File: config.mk
export PLATFORM = sky130hd
export DESIGN_NAME = conv_extend_pipe
export DESIGN_NICKNAME = d
export VERILOG_FILES = /design/src/rtl/conv_extend_pipe.sv
export SDC_FILE = /design/constraint.sdc
export NUM_CORES = 1
export LEC_CHECK = 0
export CORE_MARGIN = 3
export CORE_UTILIZATION = 40
export DETAILED_ROUTE_END_ITERATION = 10
export GPL_ROUTABILITY_DRIVEN = 0
export HOLD_SLACK_MARGIN = 0.15
export PLACE_DENSITY = 0.79
export SYNTH_ARGS = -nofsm -noshare
export SYNTH_HDL_FRONTEND = slang
export SYNTH_SLANG_ARGS = --single-unit
File: constraint.sdc
create_clock -name clk -period 3.7 [get_ports clk]
set_input_delay 0.37 -clock clk [delete_from_list [all_inputs] [get_ports clk]]
set_output_delay 0.37 -clock clk [all_outputs]
set_load 0.005 [all_outputs]
File: src/rtl/conv_extend_pipe.sv
// rtl/conv_extend_pipe.sv - two-stage handshaked zero/sign extend and saturate pipeline
module conv_extend_pipe #(
    parameter int IN_W  = 8,
    parameter int OUT_W = 32,
    parameter int SAT_W = 4,
    parameter int CNT_W = 16
) (
    input  logic             clk,
    input  logic             rst,
    input  logic             in_valid,
    output logic             in_ready,
    input  logic [IN_W-1:0]  in_data,
    input  logic [1:0]       in_mode,
    output logic             out_valid,
    input  logic             out_ready,
    output logic [OUT_W-1:0] out_data,
    output logic             out_sat,
    input  logic             clr_cnt,
    output logic [CNT_W-1:0] xfer_cnt,
    output logic [CNT_W-1:0] sat_cnt
);

    // Clamp limits held at IN_W so comparisons stay in the input's own width.
    localparam logic [IN_W-1:0] U_MAX = {IN_W{1'b1}} >> (IN_W - SAT_W);
    localparam logic [IN_W-1:0] S_MAX = U_MAX >> 1;
    localparam logic [IN_W-1:0] S_MIN = ~S_MAX;

    logic             s1_valid_q, s1_valid_d;
    logic [IN_W-1:0]  s1_data_q, s1_data_d;
    logic [1:0]       s1_mode_q, s1_mode_d;
    logic             out_valid_q, out_valid_d;
    logic [OUT_W-1:0] out_data_q, out_data_d;
    logic             out_sat_q, out_sat_d;
    logic [CNT_W-1:0] xfer_cnt_q, xfer_cnt_d;
    logic [CNT_W-1:0] sat_cnt_q, sat_cnt_d;

    logic             s2_load;
    logic             s1_load;
    logic             out_hs;
    logic [OUT_W-1:0] conv_data;
    logic             conv_sat;

    assign s2_load  = s1_valid_q & (~out_valid_q | out_ready);
    assign s1_load  = ~s1_valid_q | s2_load;
    assign out_hs   = out_valid_q & out_ready;

    assign in_ready  = s1_load;
    assign out_valid = out_valid_q;
    assign out_data  = out_data_q;
    assign out_sat   = out_sat_q;
    assign xfer_cnt  = xfer_cnt_q;
    assign sat_cnt   = sat_cnt_q;

    always_comb begin
        conv_data = '0;
        conv_sat  = 1'b0;
        case (s1_mode_q)
            2'b00: conv_data = OUT_W'(s1_data_q);
            2'b01: conv_data = OUT_W'($signed(s1_data_q));
            2'b10: begin
                if (s1_data_q > U_MAX) begin
                    conv_data = OUT_W'(U_MAX);
                    conv_sat  = 1'b1;
                end else begin
                    conv_data = OUT_W'(s1_data_q);
                end
            end
            default: begin
                // An in-range value sign-extends identically from IN_W or SAT_W.
                if ($signed(s1_data_q) > $signed(S_MAX)) begin
                    conv_data = OUT_W'($signed(S_MAX));
                    conv_sat  = 1'b1;
                end else if ($signed(s1_data_q) < $signed(S_MIN)) begin
                    conv_data = OUT_W'($signed(S_MIN));
                    conv_sat  = 1'b1;
                end else begin
                    conv_data = OUT_W'($signed(s1_data_q));
                end
            end
        endcase
    end

    always_comb begin
        s1_valid_d  = s1_valid_q;
        s1_data_d   = s1_data_q;
        s1_mode_d   = s1_mode_q;
        out_valid_d = out_valid_q;
        out_data_d  = out_data_q;
        out_sat_d   = out_sat_q;

        if (s1_load) begin
            s1_valid_d = in_valid;
            if (in_valid) begin
                s1_data_d = in_data;
                s1_mode_d = in_mode;
            end
        end

        if (s2_load) begin
            out_valid_d = 1'b1;
            out_data_d  = conv_data;
            out_sat_d   = conv_sat;
        end else if (out_ready) begin
            out_valid_d = 1'b0;
        end
    end

    // Clear wins over a same-cycle handshake; sat_cnt sticks at all-ones.
    always_comb begin
        xfer_cnt_d = xfer_cnt_q;
        sat_cnt_d  = sat_cnt_q;
        if (clr_cnt) begin
            xfer_cnt_d = '0;
            sat_cnt_d  = '0;
        end else if (out_hs) begin
            xfer_cnt_d = xfer_cnt_q + CNT_W'(1);
            if (out_sat_q && !(&sat_cnt_q)) begin
                sat_cnt_d = sat_cnt_q + CNT_W'(1);
            end
        end
    end

    always_ff @(posedge clk or posedge rst) begin
        if (rst) begin
            s1_valid_q  <= 1'b0;
            s1_data_q   <= '0;
            s1_mode_q   <= '0;
            out_valid_q <= 1'b0;
            out_data_q  <= '0;
            out_sat_q   <= 1'b0;
            xfer_cnt_q  <= '0;
            sat_cnt_q   <= '0;
        end else begin
            s1_valid_q  <= s1_valid_d;
            s1_data_q   <= s1_data_d;
            s1_mode_q   <= s1_mode_d;
            out_valid_q <= out_valid_d;
            out_data_q  <= out_data_d;
            out_sat_q   <= out_sat_d;
            xfer_cnt_q  <= xfer_cnt_d;
            sat_cnt_q   <= sat_cnt_d;
        end
    end

endmodule

# == Word-level counts from Yosys, hierarchy flattened ==
# Cells that the tools add are included.
# word_totals
regBits,77
inputBits,15
word_cells,46
# classes
n_addsub,2
magnitude_cmp,3
n_eq_ne,2
n_mux,15
bitwise,6
n_reduce_logical,10
# op_table
op,n
32-bit case mux with 3 select lines,1
16-bit 2-to-1 mux,5
32-bit 2-to-1 mux,2
16-bit by 1-bit adder with 16-bit output (second input constant),2
8-bit by 4-bit greater-than comparator with 1-bit output (second input constant),2
16-bit AND reduction,1
8-bit by 4-bit < comparator with 1-bit output (second input constant),1
8-bit 2-to-1 mux,1
2-bit nonzero test,3
1-bit 2-to-1 mux,5
2-bit AND reduction,2
1-bit AND,2
2-bit by 1-bit equality test with 1-bit output (second input constant),1
2-bit equality test (second input constant),1
2-bit zero test,1
1-bit NOT,2
1-bit bitwise OR,2
1-bit case mux with 2 select lines,1
2-bit OR reduction,1
1-bit logical AND,1
1-bit zero test,1

# == Longest topological paths before layout ==
# Gate-level depths: netlist of run 1.
# depth
ltp_word,6
mapped_depth,7

# == Worst setup path before layout of run 1 ==
# No wires, ideal clock.
# synth_path
kind,reg-to-reg
from,"register sat_cnt_q[0], in the netlist sat_cnt[0]"
to,"register sat_cnt_q[4], in the netlist sat_cnt[4]"
setup_ns,0.132
arrival_ns,1.572
slack_ns,1.996
path_stages_with_launch,8
period_less_slack_ns,1.704
path_cell_list,dfrtp_1 -> ha_1 -> clkbuf_1 -> and4_1 -> buf_6 -> a211oi_1 -> xnor2_1 -> nor2_1
# synth_via
elab_chain_len,5
word_cells_on_any_way,9
# synth_lines
element,line,text
"start, declared",35,"logic [CNT_W-1:0] sat_cnt_q, sat_cnt_d;"
"start signal, assigned",141,sat_cnt_q <= sat_cnt_d;
"parallel branches: the longest is 5 deep, another holds 16-bit by 1-bit adder with 16-bit output",--,
# Parallel ways; which one is timed is not known. The select of a mux whose other input is x is not followed.
# A chain may end at the register's enable or synchronous reset.

# == Final worst setup path of run 1 ==
# layout_path
from,input out_ready
to,output in_ready
# layout_via
elab_chain_len,3
# layout_lines
element,line,text
"start, declared",15,"input logic out_ready,"
1-bit bitwise OR,43,assign s2_load = s1_valid_q & (~out_valid_q | out_ready);
1-bit AND,43,
1-bit bitwise OR,44,assign s1_load = ~s1_valid_q | s2_load;
"end, declared",11,"output logic in_ready,"
# No other way between the ends.

==> impl_metrics.json, run 1 <==
{
  "status": "completed",
  "synth_seq_cells": 54,
  "grt_pass1_vias": 2060,
  "cpPeakStageDelay_ns": 0.62,
  "rsz0062_at_grt": "false",
  "cts_inserted_buffers": 5,
  "post-route-period-util": 0.574,
  "synth_compound_gate_area_share": 0.100,
  "n_fill_cell": 636,
  "path_clk_slew_ns": 0.09,
  "die_h_um": 90.0,
  "cp_max_fo": 6,
  "core-area_um2": 6830,
  "cts_sinks": 54,
  "clk_latency_ns": 0.31,
  "ys_top_cells_by_area": "dfrtp_1, xnor2_1, buf_4",
  "grt_overflow_total": 0,
  "nets": 359,
  "start_kind": "input port",
  "fin_worst_skew_ns": 0.00949,
  "cts-root-buf": "clkbuf_8",
  "numPortBuffers": 81,
  "setup_viol": 0,
  "ant_nets": 0,
  "syn2layout_area_growth_pct": 29.2,
  "ys_types": 39,
  "start_util": 0.414,
  "dr.pass1.iters": 4,
  "hold_viol": 0,
  "cts_resized": 0,
  "synth_top_cell_area_share": 0.478,
  "postSynthCellCount": 286,
  "ys_seq_area_frac": 0.478,
  "path_cells": "clkdlybuf4s50_1 > nand3b_1 > clkdlybuf4s50_1",
  "clkPwrFrac": 0.276,
  "drive_gt1_frac": 0.0819,
  "slew_headroom": 0.265,
  "grt_start_max_net_pins": 55,
  "synthSimpleGateAreaFrac": 0.201,
  "cp_slowest_cell": "clkdlybuf4s50_1",
  "synth_top_family_by_area": "simple AND/OR/NAND/NOR gates",
  "power_uw": 1450,
  "cts.htree.levels": 2,
  "min_period_ns": 2.13,
  "fmax_ghz": 0.471,
  "critPathMostFrequentCell": "clkdlybuf4s50_1",
  "hp-class": "register to register",
  "syn_area_um2": 2830,
  "p_per_area_nw_per_um2": 398,
  "crit_arrival_ns": 1.76,
  "wl_mm": 6.05,
  "cts_buffer_depth": 2,
  "cts_tree": "done",
  "combinationalPowerShare": 0.234,
  "grt_pass1_wl_mm": 10.1,
  "layout_common_cells": "clkdlybuf4s50_1, dfrtp_1, nor2_1, nand2_1, xnor2_1",
  "critical_path_class": "input port to output port",
  "tightest_slew_ns": 1.10,
  "leakagePower_uw": 0.00142,
  "synthAdderAreaFrac": 0.0133,
  "syn_area_per_cell_um2": 9.88,
  "switchingPower_uw": 392,
  "ys_warn_count": 0,
  "diodes": 0,
  "rows": 30,
  "muxShareOfSynthArea": 0.0469,
  "tns_ns": 0,
  "antenna_found_initial": 0,
  "io_pins": 82,
  "syn_nets": 304,
  "worstPathRequired_ns": 3.33,
  "dr.first_iter.drc_count": 101,
  "finalMaxSlewViolations": 0,
  "dieArea_um2": 8110,
  "crit_path_end_kind": "output port",
  "peakVddDrop_uv": 211,
  "swShare": 0.270,
  "yosys.area.top_type": "dfrtp_1",
  "intPower_uw": 1060,
  "whs_ns": 0.489,
  "grt_use_total": 0.149,
  "p_seq_frac": 0.490,
  "die_w_um": 90.0,
  "hold_buffers": 0,
  "synth_xor_xnor_area_share": 0.0744,
  "postCtsSetupRepairBufs": 0,
  "final_common_cell": "clkdlybuf4s50_1",
  "num_vias": 2213,
  "drcViolationCount": 0,
  "max_cap_viol_count": 0,
  "dpl.hpwl_mm": 4.31,
  "vias_per_cell": 5.05,
  "post_drt_wl_per_cell_um": 13.8
}
final timing paths:
check,to,slack (ns),cells after the start,start
setup / recovery,in_ready,1.57,3,out_ready
hold reg to reg,out_data[3],0.49,2,out_data[3]
hold / removal,out_data[3],0.49,2,out_data[3]
max in group asynchronous,xfer_cnt[5],2.37,2,rst
min in group asynchronous,s1_data_q[2],0.65,2,rst
setup reg to reg,sat_cnt[11],1.75,5,sat_cnt[8]
routing by layer:
layer / up-vias / GRT usage / part of all wire
met5: - / 0 / 0
met4: 0 / 0.0459 / 0.014
met1: 1046 / 0.195 / 0.47
met3: 6 / 0.0268 / 0.051
li1: 1093 / - / -
met2: 68 / 0.251 / 0.47
synthesized netlist by cell type, drive strengths merged:
library cell,count
xnor2,20
nor4,5
o21ai,11
a31oi,3
ha,3
xor2,4
mux2i,2
a211oi,3
nand3b,1
or3,5
nand4,10
nand2,23
a21oi,19
clkbuf,8
buf,26
and4,6
o22a,1
a22oi,1
nor3,5
a21o,2
dfrtp,54
mux2,10
inv,5
and2,1
nor2b,3
nand2b,4
nand3,11
nor2,33
a311oi,5
and3,2
power groups by stage:
stage          logic, uW  clock network, uW  registers (uW)
6_report             339                401             712
3_3_place_gp         339                  0             721
2_1_floorplan        205                  0             706
5_1_grt              371                428             725
4_1_cts              345                414             713
3_5_place_dp         343                  0             724
per-stage QoR:
step / cells / setup WS, ns / util / instance area, um^2
2_1_floorplan: 286 / 2.00 / - / 2830
3_3_place_gp: 430 / 1.48 / 0.518 / 3540
3_5_place_dp: 430 / 1.43 / 0.518 / 3540
4_1_cts: 438 / 1.57 / 0.534 / 3650
5_1_grt: 438 / 1.47 / 0.534 / 3650
6_report: 438 / 1.57 / 0.534 / 3650
worst max-delay path: cells and delay by family:
family	cells	cell delay, ns
buf+inv	2	1.17
simple gates	1	0.22
layout make-up:
| class | instances | area (um^2) | share of cell area |
|---|---|---|---|
| multi-input combinational | 193 | 1230 | 0.337 |
| inverter | 5 | 18.8 | 0.00514 |
| timing repair buffer | 82 | 818 | 0.224 |
| tap | 96 | 120 | 0.0329 |
| sequential | 54 | 1350 | 0.370 |
| clock inverter | 2 | 37.5 | 0.0103 |
| clock buffer | 6 | 72.6 | 0.0199 |
logic make-up (layout without fill, tap and decap cells):
kind of cell	count (synthesis)	after routing
AND/OR/NAND/NOR	109	109
flip-flops	54	54
AO/OA/AOI/OAI	45	45
buffers and inverters	39	95
XOR/XNOR	24	24
multiplexers	12	12
adder cells (fa/ha/maj)	3	3
sequential cells by signal, indices dropped and copies added (netlist names):
register    count
out_data        9
out_sat         1
out_valid       1
s1_data_q       8
s1_mode_q       2
s1_valid_q      1
sat_cnt        16
xfer_cnt       16
(Power assumes the default switching activity.)
==> run 2, diff against run 1 <==
PLACE_DENSITY = 0.82   (was 0.79)
clock period = 1.9 ns   (was 3.7 ns; I/O delays follow)
==> impl_metrics.json, run 2 (synthesis results as in run 1) <==
{
  "start_kind": "register",
  "cts_buffer_depth": 2,
  "startpoint": "sat_cnt[0]",
  "vias_per_cell": 5.14,
  "p_per_area_nw_per_um2": 732,
  "post-route-period-util": 0.935,
  "dr.first_iter.drc_count": 86,
  "dieArea_um2": 8110,
  "hold_viol": 0,
  "cts_resized": 0,
  "cp_max_fo": 10,
  "rows": 30,
  "die_h_um": 90.0,
  "regToRegSetupSlack_ns": 0.12,
  "grt_start_max_net_pins": 37,
  "numPortBuffers": 81,
  "path_clk_slew_ns": 0.10,
  "crit_path_end_kind": "register",
  "cts_sinks": 54,
  "grt_pass1_wl_mm": 10.6,
  "die_w_um": 90.0,
  "worstReg2RegStart": "sat_cnt[0]",
  "cts_inserted_buffers": 5,
  "core-area_um2": 6830,
  "grt_pass1_vias": 2226,
  "drive_gt1_frac": 0.101,
  "tightest_slew_ns": 0.465,
  "wl_mm": 6.12,
  "path_buf_inv": 0,
  "grt_use_total": 0.156,
  "design_area_um2": 3700,
  "rsz0062_at_grt": "false",
  "dpl_cell_area_um2": 3620,
  "syn2layout_area_growth_pct": 31.0,
  "intPower_uw": 1950,
  "post_drt_wl_per_cell_um": 13.8,
  "num_vias": 2280,
  "max_cap_viol_count": 0,
  "hp-class": "input port to async pin",
  "setup_viol": 0,
  "fin_worst_skew_ns": 0.00827,
  "slew_headroom": 0.687,
  "tns_ns": 0,
  "critical_path_class": "register to register",
  "clk_latency_ns": 0.31,
  "cp_slowest_cell": "dfrtp_1",
  "worstPathRequired_ns": 2.08,
  "switchingPower_uw": 759,
  "postCtsSetupRepairBufs": 0,
  "cts-root-buf": "clkbuf_8",
  "swShare": 0.280,
  "drcViolationCount": 0,
  "hold_buffers": 0,
  "status": "completed",
  "grt_overflow_total": 0,
  "path_cells": "ha_1 > and4_1 > a211oi_1 > xnor2_1 > nor2_1",
  "fmax_ghz": 0.563,
  "cts_tree": "done",
  "ant_nets": 0,
  "cts.htree.levels": 2,
  "dr.pass1.iters": 4,
  "nets": 366,
  "leakagePower_uw": 0.00144,
  "crit_family": "flip-flops",
  "finalMaxSlewViolations": 0,
  "min_period_ns": 1.78,
  "final_common_cell": "clkdlybuf4s50_1",
  "antenna_found_initial": 0,
  "dpl.hpwl_mm": 4.47,
  "cpPeakStageDelay_ns": 0.45,
  "io_pins": 82,
  "combinationalPowerShare": 0.267,
  "diodes": 0,
  "clkPwrFrac": 0.229,
  "start_util": 0.414,
  "layout_common_cells": "clkdlybuf4s50_1, dfrtp_1, nor2_1, nand2_1, xnor2_1",
  "finish.utilization": 0.542,
  "crit_arrival_ns": 1.96,
  "p_seq_frac": 0.503,
  "peakVddDrop_uv": 396
}
run 2: cell count changes in the layout (fill, tap and decap cells not counted), sizes merged:
cell      change
buf           +7
bufinv        -1
clkbuf        -1
clkinvlp      +1
run 2: final cells by class:
class                           instances  area, um^2
Fill cell                             624        3130
Sequential cell                        54        1350
Multi-Input combinational cell        193        1230
Timing Repair Buffer                   89         896
Tap cell                               96         120
Clock buffer                            5        68.8
Inverter                                5        18.8
Clock inverter                          2        15.0
run 2: path summary, 6_finish.rpt:
| check | endpoint | depth (start not counted) |
|---|---|---|
| worst max-delay path | sat_cnt[7] | 5 |
| worst min-delay path | s1_data_q[2] | 2 |
| worst max register to register | sat_cnt[7] | 5 |
| worst min register to register | out_data[3] | 2 |
| max in group asynchronous | xfer_cnt[12] | 3 |
| min in group clk | out_data[3] | 2 |
run 2: metal layers:
layer	wire length (um)	global-route usage	share of wire	vias up
li1	-	-	-	1107
met1	2840	0.205	0.46	1104
met2	2920	0.254	0.48	62
met3	257	0.0285	0.042	7
met4	102	0.0612	0.017	0
met5	0	0	0	-
run 2: per-stage QoR:
stage | worst slack (ns) | hold WS (ns) | power [uW] | cells
finish | 0.123 | 0.185 | 2710 | 444
floorplan | 0.196 | 0.298 | 1770 | 286
CTS | 0.0887 | 0.188 | 2750 | 444
global placement | 0.0879 | 0.467 | 2100 | 437
global route | 0.00752 | 0.226 | 2870 | 444
detailed placement | 0.0312 | 0.470 | 2120 | 437
run 2: power by group through the flow:
stage	clock, uW	sequential (uW)	combinational [uW]
final	622	1360	724
after global routing	686	1380	796
after CTS	648	1360	735
after detailed placement	0	1380	733
after global placement	0	1380	718
after floorplan	0	1370	400
